[src/rtl/ram_dump_engine_pkg.sv]
// Shared types and constants for the RAM dump engine.
package ram_dump_pkg;

  typedef enum logic [1:0] {IDLE, SWEEP, DRAIN} dump_state_t;

  // Supported RAM read-latency range.
  localparam int LAT_MIN = 1;
  localparam int LAT_MAX = 4;

  // Output buffer depth: one slot per in-flight read, plus one for the word
  // being presented. This sustains one word per cycle at any latency.
  function automatic int dump_depth(input int lat);
    return lat + 1;
  endfunction

endpackage

[src/rtl/ram_dump_engine_if.sv]
// Command, RAM and output-stream signals of the dump engine.
interface ram_dump_engine_if #(
  parameter int DATA_WIDTH = 32,
  parameter int ADDR_WIDTH = 12
);
  logic                  start;
  logic [ADDR_WIDTH-1:0] base_addr;
  logic [ADDR_WIDTH:0]   count;
  logic                  busy;
  logic                  done;
  logic [ADDR_WIDTH-1:0] mem_address;
  logic                  mem_read;
  logic                  mem_write;
  logic [DATA_WIDTH-1:0] mem_writedata;
  logic [DATA_WIDTH-1:0] mem_readdata;
  logic                  out_valid;
  logic                  out_ready;
  logic [ADDR_WIDTH-1:0] out_addr;
  logic [DATA_WIDTH-1:0] out_data;

  // Engine side.
  modport master (
    input  start, base_addr, count, mem_readdata, out_ready,
    output busy, done, mem_address, mem_read, mem_write, mem_writedata,
           out_valid, out_addr, out_data
  );

  // Environment side: command source, RAM and consumer.
  modport slave (
    output start, base_addr, count, mem_readdata, out_ready,
    input  busy, done, mem_address, mem_read, mem_write, mem_writedata,
           out_valid, out_addr, out_data
  );
endinterface

[src/rtl/ram_dump_engine_sync_fifo.sv]
// Synchronous first-word-fall-through FIFO with occupancy output.
// Head data reads as zero while empty so the outputs are clean after reset.
module sync_fifo #(
  parameter int WIDTH = 8,
  parameter int DEPTH = 2
) (
  input  logic                         clk,
  input  logic                         reset,
  input  logic                         i_push,
  input  logic [WIDTH-1:0]             i_wdata,
  input  logic                         i_pop,
  output logic [WIDTH-1:0]             o_rdata,
  output logic                         o_valid,
  output logic [$clog2(DEPTH+1)-1:0]   o_count
);
  localparam int AW = (DEPTH > 1) ? $clog2(DEPTH) : 1;
  localparam int CW = $clog2(DEPTH+1);

  logic [WIDTH-1:0] r_mem [DEPTH];
  logic [AW-1:0]    r_wptr, r_rptr;
  logic [CW-1:0]    r_count;
  logic             w_pop;

  assign w_pop   = i_pop & (r_count != '0);
  assign o_valid = (r_count != '0);
  assign o_count = r_count;
  assign o_rdata = o_valid ? r_mem[r_rptr] : '0;

  // Storage write; the caller never pushes into a full buffer.
  always_ff @(posedge clk) begin
    if (i_push) r_mem[r_wptr] <= i_wdata;
  end

  // Pointers and occupancy, wrapping at DEPTH (not necessarily a power of 2).
  always_ff @(posedge clk) begin
    if (reset) begin
      r_wptr  <= '0;
      r_rptr  <= '0;
      r_count <= '0;
    end else begin
      if (i_push) r_wptr <= (r_wptr == AW'(DEPTH-1)) ? '0 : r_wptr + AW'(1);
      if (w_pop)  r_rptr <= (r_rptr == AW'(DEPTH-1)) ? '0 : r_rptr + AW'(1);
      case ({i_push, w_pop})
        2'b10:   r_count <= r_count + CW'(1);
        2'b01:   r_count <= r_count - CW'(1);
        default: r_count <= r_count;
      endcase
    end
  end
endmodule

[src/rtl/ram_dump_engine.sv]
// Memory-sweep engine: reads count words from base_addr and streams
// (address, data) pairs, throttled by a credit check so the output buffer
// can always absorb every read that is in flight.
module ram_dump_engine
  import ram_dump_pkg::*;
#(
  parameter int DATA_WIDTH   = 32,
  parameter int ADDR_WIDTH   = 12,
  parameter int READ_LATENCY = 1
) (
  input  logic              clk,
  input  logic              reset,
  ram_dump_engine_if.master bus
);
  localparam int DEPTH = dump_depth(READ_LATENCY);
  localparam int FW    = ADDR_WIDTH + DATA_WIDTH;
  localparam int CW    = $clog2(DEPTH+1);
  localparam int OW    = 4;  // holds inflight + fifo count (at most 2*LAT_MAX+1)

  if (READ_LATENCY < LAT_MIN || READ_LATENCY > LAT_MAX) begin : g_bad_latency
    $error("ram_dump_engine: READ_LATENCY must be in 1..4");
  end

  dump_state_t           r_state, w_state_nxt;
  logic [ADDR_WIDTH-1:0] r_addr;
  logic [ADDR_WIDTH:0]   r_issue_left;
  logic [ADDR_WIDTH:0]   r_out_left;
  logic                  r_done;
  logic [READ_LATENCY-1:0] r_vld_pipe;
  logic [ADDR_WIDTH-1:0] r_addr_pipe [READ_LATENCY];

  logic          w_issue, w_load, w_done_nxt, w_pop, w_credit_ok;
  logic [OW-1:0] w_inflight;
  logic [CW-1:0] w_fifo_cnt;
  logic          w_fifo_valid;
  logic [FW-1:0] w_fifo_rdata;

  // Count reads issued but not yet landed in the output buffer.
  always_comb begin
    w_inflight = '0;
    for (int i = 0; i < READ_LATENCY; i++) w_inflight = w_inflight + OW'(r_vld_pipe[i]);
  end

  assign w_pop       = w_fifo_valid & bus.out_ready;
  // inflight + fifo_count - pop < DEPTH, rearranged to avoid subtraction.
  assign w_credit_ok = (w_inflight + OW'(w_fifo_cnt)) < (OW'(DEPTH) + OW'(w_pop));

  // FSM state register.
  always_ff @(posedge clk) begin
    if (reset) r_state <= IDLE;
    else       r_state <= w_state_nxt;
  end

  // FSM next state, read issue and completion decode.
  always_comb begin
    w_state_nxt = r_state;
    w_issue     = 1'b0;
    w_load      = 1'b0;
    w_done_nxt  = 1'b0;
    case (r_state)
      IDLE: begin
        if (bus.start) begin
          if (bus.count != '0) begin
            w_load      = 1'b1;
            w_state_nxt = SWEEP;
          end else begin
            w_done_nxt  = 1'b1;
          end
        end
      end
      SWEEP: begin
        if (w_credit_ok) begin
          w_issue = 1'b1;
          if (r_issue_left == (ADDR_WIDTH+1)'(1)) w_state_nxt = DRAIN;
        end
      end
      DRAIN: begin
        if (w_pop && r_out_left == (ADDR_WIDTH+1)'(1)) begin
          w_state_nxt = IDLE;
          w_done_nxt  = 1'b1;
        end
      end
      default: w_state_nxt = IDLE;
    endcase
  end

  // Address counter, issue/output counters and done pulse.
  always_ff @(posedge clk) begin
    if (reset) begin
      r_addr       <= '0;
      r_issue_left <= '0;
      r_out_left   <= '0;
      r_done       <= 1'b0;
    end else begin
      r_done <= w_done_nxt;
      if (w_load) begin
        r_addr       <= bus.base_addr;
        r_issue_left <= bus.count;
        r_out_left   <= bus.count;
      end else begin
        if (w_issue) begin
          r_addr       <= r_addr + ADDR_WIDTH'(1);
          r_issue_left <= r_issue_left - (ADDR_WIDTH+1)'(1);
        end
        if (w_pop) r_out_left <= r_out_left - (ADDR_WIDTH+1)'(1);
      end
    end
  end

  // Valid bits of in-flight reads; flushed on reset so late data is dropped.
  always_ff @(posedge clk) begin
    if (reset) begin
      r_vld_pipe <= '0;
    end else begin
      r_vld_pipe[0] <= w_issue;
      for (int i = 1; i < READ_LATENCY; i++) r_vld_pipe[i] <= r_vld_pipe[i-1];
    end
  end

  // Addresses travelling alongside the valid bits.
  always_ff @(posedge clk) begin
    r_addr_pipe[0] <= r_addr;
    for (int i = 1; i < READ_LATENCY; i++) r_addr_pipe[i] <= r_addr_pipe[i-1];
  end

  sync_fifo #(.WIDTH(FW), .DEPTH(DEPTH)) u_out_fifo (
    .clk     (clk),
    .reset   (reset),
    .i_push  (r_vld_pipe[READ_LATENCY-1]),
    .i_wdata ({r_addr_pipe[READ_LATENCY-1], bus.mem_readdata}),
    .i_pop   (w_pop),
    .o_rdata (w_fifo_rdata),
    .o_valid (w_fifo_valid),
    .o_count (w_fifo_cnt)
  );

  assign bus.busy          = (r_state != IDLE);
  assign bus.done          = r_done;
  assign bus.mem_address   = r_addr;
  assign bus.mem_read      = w_issue;
  assign bus.mem_write     = 1'b0;
  assign bus.mem_writedata = '0;
  assign bus.out_valid     = w_fifo_valid;
  assign {bus.out_addr, bus.out_data} = w_fifo_rdata;
endmodule
[src/flat_wrapper.sv]
// flat-port wrapper written by rule: the top's interface ports become plain ports
module ram_dump_engine_flat import ram_dump_pkg::*;
#(
  parameter int DATA_WIDTH   = 32,
  parameter int ADDR_WIDTH   = 12,
  parameter int READ_LATENCY = 1
)
  (clk, reset, bus_start, bus_base_addr, bus_count, bus_mem_readdata, bus_out_ready, bus_busy, bus_done, bus_mem_address, bus_mem_read, bus_mem_write, bus_mem_writedata, bus_out_valid, bus_out_addr, bus_out_data);
  ram_dump_engine_if #(.DATA_WIDTH(DATA_WIDTH), .ADDR_WIDTH(ADDR_WIDTH)) bus_i ();
  input  logic clk;
  input  logic reset;
  input wire logic [$bits(bus_i.start)-1:0] bus_start;
  input wire logic [$bits(bus_i.base_addr)-1:0] bus_base_addr;
  input wire logic [$bits(bus_i.count)-1:0] bus_count;
  input wire logic [$bits(bus_i.mem_readdata)-1:0] bus_mem_readdata;
  input wire logic [$bits(bus_i.out_ready)-1:0] bus_out_ready;
  output wire logic [$bits(bus_i.busy)-1:0] bus_busy;
  output wire logic [$bits(bus_i.done)-1:0] bus_done;
  output wire logic [$bits(bus_i.mem_address)-1:0] bus_mem_address;
  output wire logic [$bits(bus_i.mem_read)-1:0] bus_mem_read;
  output wire logic [$bits(bus_i.mem_write)-1:0] bus_mem_write;
  output wire logic [$bits(bus_i.mem_writedata)-1:0] bus_mem_writedata;
  output wire logic [$bits(bus_i.out_valid)-1:0] bus_out_valid;
  output wire logic [$bits(bus_i.out_addr)-1:0] bus_out_addr;
  output wire logic [$bits(bus_i.out_data)-1:0] bus_out_data;
  assign bus_i.start = bus_start;
  assign bus_i.base_addr = bus_base_addr;
  assign bus_i.count = bus_count;
  assign bus_i.mem_readdata = bus_mem_readdata;
  assign bus_i.out_ready = bus_out_ready;
  assign bus_busy = bus_i.busy;
  assign bus_done = bus_i.done;
  assign bus_mem_address = bus_i.mem_address;
  assign bus_mem_read = bus_i.mem_read;
  assign bus_mem_write = bus_i.mem_write;
  assign bus_mem_writedata = bus_i.mem_writedata;
  assign bus_out_valid = bus_i.out_valid;
  assign bus_out_addr = bus_i.out_addr;
  assign bus_out_data = bus_i.out_data;
  ram_dump_engine #(.DATA_WIDTH(DATA_WIDTH), .ADDR_WIDTH(ADDR_WIDTH), .READ_LATENCY(READ_LATENCY)) u_core (.clk(clk), .reset(reset), .bus(bus_i));
endmodule
[config.mk]
export PLATFORM = sky130hd
export DESIGN_NAME = ram_dump_engine_flat
export DESIGN_NICKNAME = d
export VERILOG_FILES = /design/src/rtl/ram_dump_engine_pkg.sv /design/src/rtl/ram_dump_engine_if.sv /design/src/rtl/ram_dump_engine_sync_fifo.sv /design/src/rtl/ram_dump_engine.sv /design/src/flat_wrapper.sv
export SDC_FILE = /design/constraint.sdc
export NUM_CORES = 1
export LEC_CHECK = 0
export ABC_AREA = 1
export CAP_MARGIN = 40
export CORE_ASPECT_RATIO = 0.8
export CORE_MARGIN = 1
export CORE_UTILIZATION = 45
export DETAILED_ROUTE_END_ITERATION = 10
export GPL_ROUTABILITY_DRIVEN = 0
export PLACE_DENSITY_LB_ADDON = 0.08
export SLEW_MARGIN = 10
export SYNTH_ARGS = -nofsm -noshare
export SYNTH_HDL_FRONTEND = slang
export SYNTH_SLANG_ARGS = --single-unit
[constraint.sdc]
create_clock -name clk -period 3.18 [get_ports clk]
set_clock_uncertainty 0.1 [all_clocks]
set_input_delay 0.636 -clock clk [delete_from_list [all_inputs] [get_ports clk]]
set_output_delay 0.636 -clock clk [all_outputs]
set_load 0.01 [all_outputs]
---- After elaboration in Yosys (flattened, before gate mapping) ----
Memories as Yosys holds them, arrays and structs flattened. A register that Yosys moved wholly into a read port is not among the register bits.
Index checks and enable logic that the tools add are counted.
storage, ports and cells
  register bits ........................... 46
  bits in writable memories ............... 100
  bits of input ports ..................... 61
  output and inout bits ................... 93
  word-level logic and storage cells ...... 72
  memories kept ........................... 2
operators by class
  add/subtract/negate cells ............... 9
  magnitude comparators ................... 1
  equal/unequal tests ..................... 11
  multiplexer cells ....................... 29
  bitwise gates (word level) .............. 2
  reduce and logical (&&, ||, !) cells .... 9
memory list
  name                     depth  width  read ports  clocked after memory_dff  write ports  RTL line                         text
  u_core.u_out_fifo.r_mem  2      44     1           1                         1            ram_dump_engine_sync_fifo.sv:19  logic [WIDTH-1:0] r_mem [DEPTH];
  u_core.r_addr_pipe       1      12     1           0                         1            ram_dump_engine.sv:30            logic [ADDR_WIDTH-1:0] r_addr_pipe [READ_LATENCY];
operators by type and width
  cell                                                                  number
  13-bit 2-to-1 mux                                                     4
  44-bit 2-to-1 mux                                                     1
  13-bit by 1-bit == test with 1-bit output, second input constant      2
  13-bit by 1-bit subtractor with 13-bit output, second input constant  2
  12-bit 2-to-1 mux                                                     2
  1-bit 2-to-1 mux                                                      14
  13-bit nonzero test                                                   1
  12-bit by 1-bit adder with 12-bit output, second input constant       1
  2-bit 2-to-1 mux                                                      5
  2-bit nonzero test                                                    5
  2-bit by 1-bit != test with 1-bit output, second input constant       4
  2-bit case mux with 3 select lines                                    1
  5-bit AND reduction                                                   1
  2-bit by 1-bit == test with 1-bit output, second input constant       2
  2-bit == test, second input constant                                  2
  4-bit < comparator                                                    1
  2-bit case mux with 2 select lines                                    1
  1-bit by 2-bit adder with 3-bit output                                1
  2-bit by 1-bit adder with 3-bit output, first input constant          1
  1-bit adder, second input constant                                    2
  2-bit by 1-bit adder with 2-bit output, second input constant         1
  1-bit bitwise AND                                                     2
  2-bit zero test                                                       1
  2-bit != test, second input constant                                  1
  3 further kinds                                                       3

---- Longest topological paths before layout ----
  depth in word-level cells ............... 8
  gate-level depth with buffers ........... 11
  gate-level depth less buffers ........... 11

---- Cells and area by module ----
A second synthesis with hierarchy kept.
second synthesis, totals
  cells, all modules ...................... 802
  area total of the unflattened synthesis .. 6,916.6 sq um
modules (own cells, without submodules)
  module           instances  cells each  area each (sq um)  sequential area each (sq um)
  sync_fifo        1          270         3,555.9            2,742.6
  ram_dump_engine  1          532         3,360.7            1,081.0

---- Worst setup path before layout ----
No wires, ideal clock.
  path type ............................... register -> register
  start ................................... register u_core.r_vld_pipe
  end ..................................... memory u_core.u_out_fifo.r_mem[0][0] in the netlist's numbering, enable pin
  library setup time ...................... 0.446 ns
  data arrival time ....................... 2.268 ns
  required time ........................... 2.634 ns
  setup slack ............................. 0.366 ns
  stages on the path, launching flop included .. 3
  buffers on the path ..................... 0
  period minus slack after synthesis ...... 2.814 ns
  cells stage by stage .................... dfxtp_1 > inv_1 > nor2_1
on the way
  cells in the longest elaborated chain, start to end .. 2
RTL lines
  what                                    RTL line                         text
  start, declared                         ram_dump_engine.sv:29            logic [READ_LATENCY-1:0] r_vld_pipe;
  1-bit 2-to-1 mux                        ram_dump_engine_sync_fifo.sv:31  if (i_push) r_mem[r_wptr] <= i_wdata;
  1-bit 2-to-1 mux (not written as such)  ram_dump_engine_sync_fifo.sv:31
  end, declared                           ram_dump_engine_sync_fifo.sv:19
No other way between the ends.

---- Final worst setup path ----
  start ................................... register u_core.u_out_fifo.r_count[0] (netlist: u_core.u_out_fifo.o_count[0])
  end ..................................... output port bus_mem_read
on the way
  cells in the longest elaborated chain, start to end .. 6
  elaborated cells between the ends (all ways) .. 7
  classes of those cells .................. 2 x add/sub; 1 x order compare; 2 x mux; 1 x bitwise; 1 x reduce/logical
RTL lines
  what                                    RTL line                         text
  start, declared                         ram_dump_engine_sync_fifo.sv:21  logic [CW-1:0] r_count;
  start signal, assigned                  ram_dump_engine_sync_fifo.sv:44  2'b10: r_count <= r_count + CW'(1);
  start signal, assigned                  ram_dump_engine_sync_fifo.sv:45  2'b01: r_count <= r_count - CW'(1);
  start signal, assigned                  ram_dump_engine_sync_fifo.sv:46  default: r_count <= r_count;
  2-bit nonzero test                      ram_dump_engine_sync_fifo.sv:25  assign o_valid = (r_count != '0);
  1-bit bitwise AND                       ram_dump_engine.sv:44            assign w_pop = w_fifo_valid & bus.out_ready;
  2-bit by 1-bit adder with 3-bit output  ram_dump_engine.sv:46            assign w_credit_ok = (w_inflight + OW'(w_fifo_cnt)) < (OW'(DEPTH) + OW'(w_pop));
  4-bit < comparator (*)                  ram_dump_engine.sv:46
  1-bit 2-to-1 mux (*)                    ram_dump_engine.sv:72            if (w_credit_ok) begin
  1-bit 2-to-1 mux (*)                    ram_dump_engine.sv:60            case (r_state)
  end, declared                           flat_wrapper.sv:20               output wire logic [$bits(bus_i.mem_read)-1:0] bus_mem_read;
Every way passes the cells marked *; elsewhere a longest branch is shown, timed or not.

==> impl_results.html <==
<table>
<tr><th>Metric</th><th>Value</th></tr>
<tr><th colspan="2">Outcome</th></tr>
<tr><td>Outcome</td><td>complete, no violations</td></tr>
<tr><th colspan="2">Timing</th></tr>
<tr><td>Final sum of negative setup slack</td><td>0 ps</td></tr>
<tr><td>Worst slack on hold paths</td><td>314 ps</td></tr>
<tr><td>Number of setup violations in the final report</td><td>0</td></tr>
<tr><td>Number of endpoints with negative hold slack in the final report</td><td>0</td></tr>
<tr><td>Final period utilization</td><td>90.9%</td></tr>
<tr><td>Highest attainable clock frequency</td><td>0.346 GHz</td></tr>
<tr><td>Pin slew with the least headroom to its limit</td><td>624 ps</td></tr>
<tr><td>Number of pins with negative max-slew slack in the final report</td><td>0</td></tr>
<tr><td>Worst slew margin relative to its limit</td><td>58.4%</td></tr>
<tr><td>Final critical delay including setup and external delays</td><td>2890 ps</td></tr>
<tr><td>Unrepaired setup endpoints after global routing</td><td>no</td></tr>
<tr><th colspan="2">Detailed routing</th></tr>
<tr><td>Post-route ant nets</td><td>0</td></tr>
<tr><td>Routed wire length</td><td>16,000 um</td></tr>
<tr><td>Number of vias after detailed routing</td><td>5,471</td></tr>
<tr><td>Initial drt markers</td><td>339</td></tr>
<tr><td>Number of optimization iterations in the first detailed-route pass</td><td>5</td></tr>
<tr><td>Post-route DRC violation count</td><td>0</td></tr>
<tr><td>Average wire length per cell after detail routing</td><td>14.6 um</td></tr>
<tr><td>Ratio of routed vias to standard cells</td><td>5.01</td></tr>
<tr><th colspan="2">Synth</th></tr>
<tr><td>Number of synthesized register bits</td><td>147</td></tr>
<tr><td>Synth warnings</td><td>0</td></tr>
<tr><td>Top cells by count, synth</td><td>211 x nand2_1, 88 x edfxtp_1, 77 x nor2_1</td></tr>
<tr><td>Synthesized area per cell</td><td>8.85 um^2</td></tr>
<tr><td>Synth Instances</td><td>773</td></tr>
<tr><td>EDFF count, synth</td><td>88</td></tr>
<tr><td>Post-synthesis cell type with the largest combined area</td><td>edfxtp_1</td></tr>
<tr><td>Share of flip-flops with an asynchronous set or reset</td><td>0%</td></tr>
<tr><td>Synth cell types</td><td>35</td></tr>
<tr><td>Sequential-to-total area share from yosys stat</td><td>55.9%</td></tr>
<tr><td>Main area contributors after synthesis</td><td>edfxtp_1 39%, dfxtp_1 17%, nand2_1 12%, a21oi_1 4.9%, nand3_1 4.5%</td></tr>
<tr><td>Cell Area, Synth</td><td>6840 um^2</td></tr>
<tr><td>Most common flop cell mapped by yosys</td><td>edfxtp_1</td></tr>
<tr><td>Proportion of netlist area held by the largest area contributor</td><td>38.6%</td></tr>
<tr><td>Most numerous cell in the Yosys netlist</td><td>nand2_1</td></tr>
<tr><th colspan="2">Floorplan</th></tr>
<tr><td>Number of cell rows</td><td>39</td></tr>
<tr><td>Chip Width</td><td>140 um</td></tr>
<tr><td>Initial Util</td><td>47.1%</td></tr>
<tr><td>Area of the die</td><td>15,700 um^2</td></tr>
<tr><td>Core box area</td><td>14,500 um^2</td></tr>
<tr><td>I/O pin total</td><td>154</td></tr>
<tr><td>Die boundary height</td><td>112 um</td></tr>
<tr><th colspan="2">Clock tree</th></tr>
<tr><td>Clock-pin slew of the registers on the worst-case setup and hold paths</td><td>60 ps</td></tr>
<tr><td>Clock tree from TritonCTS</td><td>done</td></tr>
<tr><td>Buffer depth of the longest clock path</td><td>2</td></tr>
<tr><td>Sinks on the clock net</td><td>147</td></tr>
<tr><td>Clock root cell</td><td>clkbuf_16</td></tr>
<tr><td>Source-to-sink clock delay at the later pin of the worst-skew pair</td><td>420 ps</td></tr>
<tr><td>Number of hold buffers added after cts</td><td>0</td></tr>
<tr><td>Number of buffers added for setup after CTS</td><td>0</td></tr>
<tr><td>Number of CTS-inserted buffers</td><td>17</td></tr>
<tr><td>H-Tree Level Count</td><td>4</td></tr>
<tr><td>Quantity of gates resized following cts</td><td>0</td></tr>
<tr><th colspan="2">Power</th></tr>
<tr><td>Internal Power</td><td>3.83 mW</td></tr>
<tr><td>Sw Share</td><td>28.8%</td></tr>
<tr><td>Worst IR drop on VDD</td><td>0.423 mV</td></tr>
<tr><td>Total chip power</td><td>5.38 mW</td></tr>
<tr><td>Power density relative to cell area</td><td>618 nW/um^2</td></tr>
<tr><td>Portion of total power attributed to sequential cells</td><td>41.4%</td></tr>
<tr><td>Switching pwr</td><td>1.55 mW</td></tr>
<tr><td>Proportion of power drawn by combinational gates</td><td>21.2%</td></tr>
<tr><td>Total leakage power</td><td>3.60 nW</td></tr>
<tr><td>Part of the power in the clock network</td><td>37.3%</td></tr>
<tr><th colspan="2">Hold path</th></tr>
<tr><td>Worst min-delay path class</td><td>flip-flop to flip-flop</td></tr>
<tr><th colspan="2">Global routing</th></tr>
<tr><td>Global-route wire length before repair</td><td>25,800 um</td></tr>
<tr><td>Number of global-route vias before repair</td><td>5,155</td></tr>
<tr><td>Overall fraction of global-route tracks in use</td><td>21.2%</td></tr>
<tr><td>Aggregate global routing overflow</td><td>0</td></tr>
<tr><td>Initial antenna violation count</td><td>0</td></tr>
<tr><td>Maximum number of pins on one net before global-route repair</td><td>45</td></tr>
<tr><th colspan="2">Worst setup path</th></tr>
<tr><td>Path depth of the worst reg2reg path</td><td>11</td></tr>
<tr><td>Endpoint of the most critical register-to-register path</td><td>u_core.r_issue_left[9]</td></tr>
<tr><td>Register-to-register path setup slack</td><td>1180 ps</td></tr>
<tr><td>Source of the critical timing path</td><td>u_core.u_out_fifo.o_count[0]</td></tr>
<tr><td>Required @ worst endpoint</td><td>2440 ps</td></tr>
<tr><td>Origin of the critical flop-to-flop path</td><td>u_core.u_out_fifo.o_count[0]</td></tr>
<tr><td>Crit Path Max Fanout</td><td>6</td></tr>
<tr><td>End point of the critical path</td><td>bus_mem_read</td></tr>
<tr><td>Type of the worst setup path</td><td>flip-flop to output pin</td></tr>
<tr><td>Worst path arrival time</td><td>2150 ps</td></tr>
<tr><td>Capturing element type of the critical path</td><td>output pin</td></tr>
<tr><td>Critical path launch point type</td><td>flip-flop</td></tr>
<tr><th colspan="2">Final layout</th></tr>
<tr><td>Area Overhead vs Synth</td><td>27.3%</td></tr>
<tr><td>Area used by sequential logic in the layout</td><td>3820 um^2</td></tr>
<tr><td>Diodes inserted</td><td>0</td></tr>
<tr><td>Fraction of final layout cells sized beyond drive strength 1</td><td>7.26%</td></tr>
<tr><td>Final-layout fill cell count</td><td>1,250</td></tr>
<tr><td>Multi-input gate area in the final layout</td><td>2470 um^2</td></tr>
<tr><td>Number of nets at the end of the flow</td><td>965</td></tr>
<tr><td>Non-filler instance count after layout</td><td>1,093</td></tr>
<tr><th colspan="2">Run</th></tr>
<tr><td>Max cap viols</td><td>0</td></tr>
<tr><th colspan="2">Placed design</th></tr>
<tr><td># port buffers</td><td>120</td></tr>
<tr><td>Cell count after placement</td><td>1,061</td></tr>
<tr><td>Detail Placement HPWL</td><td>10,800 um</td></tr>
</table>
area by class of cell:
class / count / share of cell area (%)
Clock buffer: 19 / 5.20
Clock inverter: 13 / 1.70
Inverter: 71 / 3.15
Multi-Input combinational cell: 528 / 28.4
Sequential cell: 147 / 43.9
Tap cell: 184 / 2.64
Timing Repair Buffer: 131 / 15.0
cell families (layout without fill, tap and decap cells):
logic type      count (synthesis)  count (layout)  synth area share [%]
buf+inv                       130             234                  9.89
flops                         147             147                  55.9
fa+ha+maj                       8               8                  1.46
compound gates                 91              91                  6.75
xor+xnor                       19              19                  2.43
other cells                     1              33                0.0548
simple gates                  377             377                  23.5
state kept, by name, summed over array words and instances (netlist names), named ones only:
register                   flops
u_core.u_out_fifo.r_mem       88
u_core.r_issue_left           13
u_core.r_out_left             13
u_core.bus.mem_address        12
u_core.r_addr_pipe            12
u_core.r_state                 2
u_core.u_out_fifo.o_count      2
u_core.bus.done                1
u_core.r_vld_pipe              1
u_core.u_out_fifo.r_rptr       1
u_core.u_out_fifo.r_wptr       1
layer usage:
layer  global-route usage, %  part of all wire, %
met5                       0                    0
met4                    5.35                 0.64
met3                    6.14                  7.8
met2                    33.1                   45
met1                    28.9                   46
through the flow:
step | worst slack [ps] | utilization [%] | cell area (um^2)
3_3_place_gp | 345 | 55.6 | 8090
3_5_place_dp | 356 | 55.8 | 8110
2_1_floorplan | 366 | - | 6960
4_1_cts | 267 | 59.9 | 8710
6_report | 289 | 59.9 | 8710
5_1_grt | 131 | 59.9 | 8710
worst min-delay path by stage:
| stage | depth (start not counted) | startpoint | endpoint | slack (ps) |
|---|---|---|---|---|
| after floorplan | 0 | u_core.r_addr_pipe[0][0] | u_core.u_out_fifo.r_mem[0][32] | 300 |
| after global placement | 0 | u_core.bus.mem_address[1] | u_core.r_addr_pipe[0][1] | 300 |
| after detailed placement | 0 | u_core.bus.mem_address[1] | u_core.r_addr_pipe[0][1] | 310 |
| after CTS | 0 | u_core.bus.mem_address[1] | u_core.r_addr_pipe[0][1] | 310 |
| after global routing | 0 | u_core.bus.mem_address[1] | u_core.r_addr_pipe[0][1] | 330 |
| final | 0 | u_core.bus.mem_address[1] | u_core.r_addr_pipe[0][1] | 310 |
cells in the final DEF, fill, tap and decap left out, drive strengths merged:
cell type	instances
edfxtp	88
nor3	2
xnor2	5
clkdlybuf4s50	120
xor2	14
o21ai	21
a31oi	1
ha	8
clkbuf	19
a211oi	1
conb	33
a21oi	67
dfxtp	59
nand3	64
nand4	5
nor2	80
bufinv	2
inv	73
clkinv	7
or2	1
nand2	223
o211ai	1
buf	11
clkinvlp	2
nand3b	2
critical path, stage by stage (launching register included):
cell	delay (ps)
dfxtp_1	360
ha_1	220
ha_1	280
nand2_2	100
nand3_4	60
inv_1	140
clkdlybuf4s50_1	570
power by group through the flow:
stage / clock [mW] / combinational, mW / sequential, mW
6_report: 2.01 / 1.14 / 2.23
5_1_grt: 2.13 / 1.27 / 2.24
4_1_cts: 2.05 / 1.14 / 2.23
3_5_place_dp: 0 / 1.14 / 2.27
3_3_place_gp: 0 / 1.12 / 2.26
2_1_floorplan: 0 / 0.705 / 2.25
No activity file was read; power rests on OpenSTA's default activity.
